===== src/rtl/i2s_pkg.sv =====
// Shared I2S definitions used by the master transmitter and the slave receiver.
//   i2s_state_e   : transmitter slot state (IDLE, LEFT, RIGHT)
//   DEF_DATA_W    : default sample width per channel
//   DEF_SLOT_BITS : default SCK periods per channel slot
package i2s_pkg;

  typedef enum logic [1:0] {
    IDLE  = 2'd0,
    LEFT  = 2'd1,
    RIGHT = 2'd2
  } i2s_state_e;

  localparam int DEF_DATA_W    = 16;
  localparam int DEF_SLOT_BITS = 18;

endpackage


===== src/rtl/i2s_master_tx_if.sv =====
// Sample stream plus I2S bus bundle for the master transmitter.
//   s_valid/s_ready : sample pair handshake
//   s_left/s_right  : left/right samples
//   sck/ws/sd       : I2S bit clock, word select (1 = left), serial data
// Modport master is the transmitter's view; modport slave is the peer's view
// (sample source and bus receiver).
interface i2s_master_tx_if
  import i2s_pkg::*;
#(
  parameter int DATA_W = DEF_DATA_W
);
  logic              s_valid;
  logic              s_ready;
  logic [DATA_W-1:0] s_left;
  logic [DATA_W-1:0] s_right;
  logic              sck;
  logic              ws;
  logic              sd;

  modport master (
    input  s_valid, s_left, s_right,
    output s_ready, sck, ws, sd
  );

  modport slave (
    output s_valid, s_left, s_right,
    input  s_ready, sck, ws, sd
  );
endinterface


===== src/rtl/i2s_sck_gen.sv =====
// I2S bit clock generator.
//   clk/rstn  : system clock, async active-low reset
//   hold      : keep divider at 0 and sck low (transmitter idle)
//   clr       : one-shot return to the held state without toggling
//   sck       : registered bit clock, toggles every CLK_DIV clk
//   rise_tick : strobe, the current edge takes sck 0->1
//   fall_tick : strobe, the current edge takes sck 1->0
module i2s_sck_gen #(
  parameter int CLK_DIV = 4
) (
  input  logic clk,
  input  logic rstn,
  input  logic hold,
  input  logic clr,
  output logic sck,
  output logic rise_tick,
  output logic fall_tick
);
  localparam int CW = $clog2(CLK_DIV);

  logic [CW-1:0] cnt_q;
  logic          tick;

  // The divider idles at 0, so releasing hold toggles sck on that same edge.
  assign tick      = !hold && (cnt_q == '0);
  assign rise_tick = tick && !sck;
  assign fall_tick = tick && sck;

  always_ff @(posedge clk or negedge rstn) begin
    if (!rstn) begin
      cnt_q <= '0;
      sck   <= 1'b0;
    end else if (hold || clr) begin
      cnt_q <= '0;
      sck   <= 1'b0;
    end else if (tick) begin
      cnt_q <= CW'(CLK_DIV - 1);
      sck   <= !sck;
    end else begin
      cnt_q <= cnt_q - CW'(1);
    end
  end
endmodule


===== src/rtl/i2s_master_tx.sv =====
// I2S master transmitter: takes left/right sample pairs on a valid/ready
// handshake and serialises them as WS-high-left / WS-low-right slots of
// SLOT_BITS bits (DATA_W data bits MSB first, then zero pad). WS and SD change
// with SCK rising; the receiver samples on SCK falling.
//   clk/rstn    : system clock, async active-low reset
//   enable      : run request, sampled at frame boundaries
//   bus         : sample handshake in, sck/ws/sd out
//   busy        : transmitter not idle
//   frame_start : one-clk pulse as a left slot begins
//   underrun    : one-clk pulse when a frame starts with no sample held
module i2s_master_tx
  import i2s_pkg::*;
#(
  parameter int DATA_W    = DEF_DATA_W,
  parameter int SLOT_BITS = DEF_SLOT_BITS,
  parameter int CLK_DIV   = 4
) (
  input  logic            clk,
  input  logic            rstn,
  input  logic            enable,
  i2s_master_tx_if.master bus,
  output logic            busy,
  output logic            frame_start,
  output logic            underrun
);
  localparam logic [4:0] LAST_BIT = 5'(SLOT_BITS - 1);

  i2s_state_e state_q, state_d;
  logic [4:0] bit_q, bit_d;
  logic       ws_q, ws_d;
  logic       sd_q, sd_d;
  logic       fs_q, fs_d;
  logic       ur_q, ur_d;
  logic       cont_q;
  logic       hold_valid;
  logic       accept, start, load, hold_low, sck_clr, last_bit;
  logic       sck, rise_tick, fall_tick;

  logic signed [DATA_W-1:0] hold_l, hold_r;
  logic signed [DATA_W-1:0] sh_l, sh_r;

  // Slot bit idx of a word: data MSB first, zero beyond the data bits.
  function automatic logic slot_bit(input logic [DATA_W-1:0] w, input logic [4:0] idx);
    logic b;
    b = 1'b0;
    for (int i = 0; i < DATA_W; i++) begin
      if (int'(idx) == i) b = w[DATA_W-1-i];
    end
    return b;
  endfunction

  assign accept      = bus.s_valid && !hold_valid;
  assign bus.s_ready = !hold_valid;
  assign start       = enable && hold_valid;
  assign hold_low    = (state_q == IDLE) && !start;
  assign last_bit    = (bit_q == LAST_BIT);

  i2s_sck_gen #(.CLK_DIV(CLK_DIV)) u_sck_gen (
    .clk       (clk),
    .rstn      (rstn),
    .hold      (hold_low),
    .clr       (sck_clr),
    .sck       (sck),
    .rise_tick (rise_tick),
    .fall_tick (fall_tick)
  );

  // Holding register: one pair of look-ahead, emptied by each shadow load.
  always_ff @(posedge clk or negedge rstn) begin
    if (!rstn)       hold_valid <= 1'b0;
    else if (accept) hold_valid <= 1'b1;
    else if (load)   hold_valid <= 1'b0;
  end

  always_ff @(posedge clk) begin
    if (accept) begin
      hold_l <= bus.s_left;
      hold_r <= bus.s_right;
    end
    if (load) begin
      sh_l <= hold_valid ? hold_l : '0;
      sh_r <= hold_valid ? hold_r : '0;
    end
  end

  // Continue-or-stop is decided on the last falling edge of the right slot,
  // so the whole frame is committed before enable is looked at.
  always_ff @(posedge clk or negedge rstn) begin
    if (!rstn)
      cont_q <= 1'b0;
    else if (fall_tick && (state_q == RIGHT) && last_bit)
      cont_q <= enable;
  end

  always_ff @(posedge clk or negedge rstn) begin
    if (!rstn) begin
      state_q <= IDLE;
      bit_q   <= '0;
      ws_q    <= 1'b0;
      sd_q    <= 1'b0;
      fs_q    <= 1'b0;
      ur_q    <= 1'b0;
    end else begin
      state_q <= state_d;
      bit_q   <= bit_d;
      ws_q    <= ws_d;
      sd_q    <= sd_d;
      fs_q    <= fs_d;
      ur_q    <= ur_d;
    end
  end

  always_comb begin
    state_d = state_q;
    bit_d   = bit_q;
    ws_d    = ws_q;
    sd_d    = sd_q;
    fs_d    = 1'b0;
    ur_d    = 1'b0;
    load    = 1'b0;
    sck_clr = 1'b0;
    unique case (state_q)
      IDLE: begin
        bit_d = '0;
        ws_d  = 1'b0;
        sd_d  = 1'b0;
        // rise_tick only fires here when start released the divider
        if (rise_tick) begin
          state_d = LEFT;
          load    = 1'b1;
          ws_d    = 1'b1;
          sd_d    = hold_l[DATA_W-1];
          fs_d    = 1'b1;
        end
      end
      LEFT: begin
        if (rise_tick) begin
          if (last_bit) begin
            state_d = RIGHT;
            bit_d   = '0;
            ws_d    = 1'b0;
            sd_d    = sh_r[DATA_W-1];
          end else begin
            bit_d = bit_q + 5'd1;
            sd_d  = slot_bit(sh_l, bit_q + 5'd1);
          end
        end
      end
      RIGHT: begin
        if (rise_tick) begin
          if (last_bit) begin
            bit_d = '0;
            if (cont_q) begin
              state_d = LEFT;
              load    = 1'b1;
              ws_d    = 1'b1;
              sd_d    = hold_valid && hold_l[DATA_W-1];
              fs_d    = 1'b1;
              ur_d    = !hold_valid;
            end else begin
              state_d = IDLE;
              ws_d    = 1'b0;
              sd_d    = 1'b0;
              sck_clr = 1'b1;
            end
          end else begin
            bit_d = bit_q + 5'd1;
            sd_d  = slot_bit(sh_r, bit_q + 5'd1);
          end
        end
      end
      default: state_d = IDLE;
    endcase
  end

  assign bus.sck     = sck;
  assign bus.ws      = ws_q;
  assign bus.sd      = sd_q;
  assign busy        = (state_q != IDLE);
  assign frame_start = fs_q;
  assign underrun    = ur_q;
endmodule


===== src/flat_wrapper.sv =====
// flat-port wrapper written by rule: the top's interface ports become plain ports
module i2s_master_tx_flat import i2s_pkg::*;
#(
  parameter int DATA_W    = DEF_DATA_W,
  parameter int SLOT_BITS = DEF_SLOT_BITS,
  parameter int CLK_DIV   = 4
)
  (clk, rstn, enable, busy, frame_start, underrun, bus_s_valid, bus_s_left, bus_s_right, bus_s_ready, bus_sck, bus_ws, bus_sd);
  i2s_master_tx_if #(.DATA_W(DATA_W)) bus_i ();
  input  logic clk;
  input  logic rstn;
  input  logic enable;
  output logic busy;
  output logic frame_start;
  output logic underrun;
  input wire logic [$bits(bus_i.s_valid)-1:0] bus_s_valid;
  input wire logic [$bits(bus_i.s_left)-1:0] bus_s_left;
  input wire logic [$bits(bus_i.s_right)-1:0] bus_s_right;
  output wire logic [$bits(bus_i.s_ready)-1:0] bus_s_ready;
  output wire logic [$bits(bus_i.sck)-1:0] bus_sck;
  output wire logic [$bits(bus_i.ws)-1:0] bus_ws;
  output wire logic [$bits(bus_i.sd)-1:0] bus_sd;
  assign bus_i.s_valid = bus_s_valid;
  assign bus_i.s_left = bus_s_left;
  assign bus_i.s_right = bus_s_right;
  assign bus_s_ready = bus_i.s_ready;
  assign bus_sck = bus_i.sck;
  assign bus_ws = bus_i.ws;
  assign bus_sd = bus_i.sd;
  i2s_master_tx #(.DATA_W(DATA_W), .SLOT_BITS(SLOT_BITS), .CLK_DIV(CLK_DIV)) u_core (.clk(clk), .rstn(rstn), .enable(enable), .bus(bus_i), .busy(busy), .frame_start(frame_start), .underrun(underrun));
endmodule

===== config.mk =====
export PLATFORM = sky130hd
export DESIGN_NAME = i2s_master_tx_flat
export DESIGN_NICKNAME = d
export VERILOG_FILES = /design/src/rtl/i2s_pkg.sv /design/src/rtl/i2s_master_tx_if.sv /design/src/rtl/i2s_sck_gen.sv /design/src/rtl/i2s_master_tx.sv /design/src/flat_wrapper.sv
export SDC_FILE = /design/constraint.sdc
export NUM_CORES = 1
export LEC_CHECK = 0
export CAP_MARGIN = 5
export CORE_MARGIN = 8
export CORE_UTILIZATION = 60
export CTS_BUF_LIST = sky130_fd_sc_hd__clkbuf_8 sky130_fd_sc_hd__clkbuf_16
export CTS_CLUSTER_DIAMETER = 100
export DETAILED_ROUTE_END_ITERATION = 16
export PLACE_DENSITY = 0.86
export SYNTH_ARGS = -nofsm -noshare
export SYNTH_HDL_FRONTEND = slang
export SYNTH_HIERARCHICAL = 1
export SYNTH_SLANG_ARGS = --single-unit

===== constraint.sdc =====
create_clock -name clk -period 10.8 [get_ports clk]
set_input_delay 2.7 -clock clk [delete_from_list [all_inputs] [get_ports clk]]
set_output_delay 2.7 -clock clk [all_outputs]
set_load 0.01 [all_outputs]

==> summary.md <==
| Metric | Value |
|---|---|
| Status | `finished clean` |
| Row Count | `28` |
| CP Capture Type | `primary output` |
| Kind of critical path | `flop to primary output` |
| Largest cells by area after synthesis | `edfxtp_1 (51%), dfrtp_1 (11%), and2_1 (5.5%)` |
| R2R Setup Slk | `7930 ps` |
| Clock latency on the worst-skew pair | `350 ps` |
| Total congestion overflow | `0` |
| Slew Viols, Final | `0` |
| Hold_ws | `525.3 ps` |
| Fraction of layout cells with a size suffix above 1 | `9.659%` |
| Vias per std cell | `5.848` |
| Multi-input logic area | `1279 µm²` |
| FF+latch area | `2322 µm²` |
| First-pass GRT wire length | `12.48 mm` |
| ANT cells | `0` |
| PwrDens | `236.2 nW/µm²` |
| Std-Cell Core Area | `5991 µm²` |
| Vias in the first global route | `2509` |
| P_leak | `0.001596 µW` |
| Post-synth top area share | `51.34%` |
| Max transition margin | `40.89%` |
| Drt drc | `0` |
| Main flop type after synthesis | `edfxtp_1` |
| DR vias | `2497` |
| Drt first pass iters | `4` |
| CP Data Arrival Time | `1950 ps` |
| Initial DRC count | `124` |
| Largest net degree at the start of global routing | `37` |
| Max Cap Viol | `0` |
| Post-synth top area cell | `edfxtp_1` |
| Post-synth ARST share | `20.00%` |
| Mapped Area | `3744 µm²` |
| Area Overhead vs Synth | `18.42%` |
| Layout Skew | `10.48 ps` |
| Ports | `43` |
| Seq/Total Area, Yosys | `62.03%` |
| Final min period | `4652 ps` |
| Max Freq | `0.2150 GHz` |
| Seq cells post-synth | `80` |
| CTS tree | `done` |
| Clock sinks | `80` |
| Clk slew on worst S/H paths | `80 ps` |
| RSZ-0062 raised after global routing | `false` |
| Commonest cells in the netlist | `edfxtp_1 (64), and2_1 (33), nand2_1 (30)` |
| Final GP Congestion | `0.9567` |
| Nature of the critical path startpoint | `flop` |
| Clk Tree Root Cell | `clkbuf_8` |
| Placed cells | `412` |
| Initial core utilization | `62.49%` |
| Final TNS setup | `0 ps` |
| Non-filler cells, final | `427` |
| Fin. Hold Viols | `0` |
| Total Routing Usage GR | `18.42%` |
| Detail Route Antenna Nets | `0` |
| Worst Tran Pin Value | `886.6 ps` |
| Final setup fails | `0` |
| Hold crit path type | `flop to flop` |
| Net count, final | `394` |
| Most common cell in the synthesized netlist | `edfxtp_1` |
| Die W | `94.99 µm` |
| Unique masters post-synth | `62` |
| Detailed placer's ending HPWL | `5.433 mm` |
| Crit share post-route | `43.07%` |
| Net Count, Synth | `351` |
| Die Ht | `94.99 µm` |
| Final Core Density | `74.00%` |
| # hold bufs at CTS | `0` |
| EDFF count, synth | `64` |
| Synth Warn # | `6` |
| Post-CTS sizing | `0` |
| Avg Cell Area, Syn | `12.27 µm²` |
| Syn Inst Count | `305` |
| # H-tree levels | `3` |
| Port Buf Inserts | `42` |
| Worst EP required | `8100 ps` |
| Fillers | `390` |
| Avg WL per Cell | `17.81 µm` |
| Post-CTS setup buffers | `0` |
| IR drop worst, VDD | `207.0 µV` |
| Initial antenna violation count | `0` |
| Die area | `9023 µm²` |
| WL final | `7.607 mm` |
| Cts bufs inserted | `9` |
| CP max FO | `36` |
| Maximum buffer depth of the clock tree | `2` |
[critical path: stages (launching register included)]
cell and delay, ps:
dfrtp_1 930, inv_1 150, clkdlybuf4s50_1 520
[layout by cell type (no fill, tap or decap), types with 3 or more instances in the layout]
cell type and count:
a21oi_1 7, a31oi_1 3, a32oi_1 6, and2_1 33, buf_4 4, clkbuf_8 9
clkdlybuf4s50_1 42, dfrtp_1 16, edfxtp_1 64, ha_1 10, inv_1 20, nand2_1 30
nand2b_1 4, nand3_1 8, nor2_1 6, nor2b_1 3, nor3_1 4, nor3b_1 3
o21ai_0 12, o22ai_1 3, o31ai_1 5, xnor2_1 3
[metrics by stage]
| stage | power (µW) | area, µm² | worst slack [ps] |
|---|---|---|---|
| after floorplan | 702.5 | 3744 | 5274 |
| after global placement | 799.4 | 4224 | 5932 |
| after detailed placement | 815.4 | 4224 | 5887 |
| after CTS | 1048 | 4433 | 6118 |
| after global routing | 1109 | 4433 | 5988 |
| final | 1047 | 4433 | 6148 |
[final timing paths]
check | start | end | cells past startpoint
max | u_core/hold_valid | bus_s_ready | 2
min | u_core/hold_r[0] | u_core/sh_r[0] | 1
max reg2reg | u_core/hold_valid | u_core/bus.sd | 9
min reg2reg | u_core/hold_r[0] | u_core/sh_r[0] | 1
max in group asynchronous | rstn | u_core/frame_start | 1
min in group asynchronous | rstn | u_core/bus.ws | 1
[power breakdown]
group / internal, µW / switching, µW / leakage (µW) / total (µW)
clock: 128 / 103 / 0.000107 / 232
sequential: 420 / 41.3 / 0.000799 / 461
combinational: 151 / 203 / 0.000691 / 354
[layer usage]
metal / vias up / GRT usage [%] / part of all wire, %
met1: 1201 / 21.82 / 41
met3: 14 / 6.667 / 6.4
li1: 1194 / - / -
met5: - / 0 / 0
met2: 88 / 29.66 / 50
met4: 0 / 7.932 / 1.9
[sequential cells by signal, summed over array words and instances, names as in the netlist]
name	flops
u_core/hold_l	16
u_core/hold_r	16
u_core/sh_l	16
u_core/sh_r	16
u_core/bit_q	5
u_core/state_q	2
u_core/u_sck_gen/cnt_q	2
u_core/bus.sd	1
u_core/bus.ws	1
u_core/cont_q	1
u_core/frame_start	1
u_core/hold_valid	1
u_core/u_sck_gen/sck	1
u_core/underrun	1
[cells by family after synthesis]
kind of cell | after synthesis | share of synthesized area [%]
buf+inv | 35 | 3.977
simple gates | 107 | 15.71
mux | 4 | 1.136
compound gates | 65 | 12.67
fa+ha+maj | 10 | 3.342
xor+xnor | 4 | 1.137
flops | 80 | 62.03
[layout make-up]
class / count / area share [%]
clock buffers: 9 / 2.794
multi-input cells: 190 / 28.85
well taps: 75 / 2.117
repair buffers: 46 / 10.16
flip-flops and latches: 80 / 52.39
inverters: 21 / 1.778
clock inverters: 6 / 1.919
No activity file was read; power rests on OpenSTA's default activity.
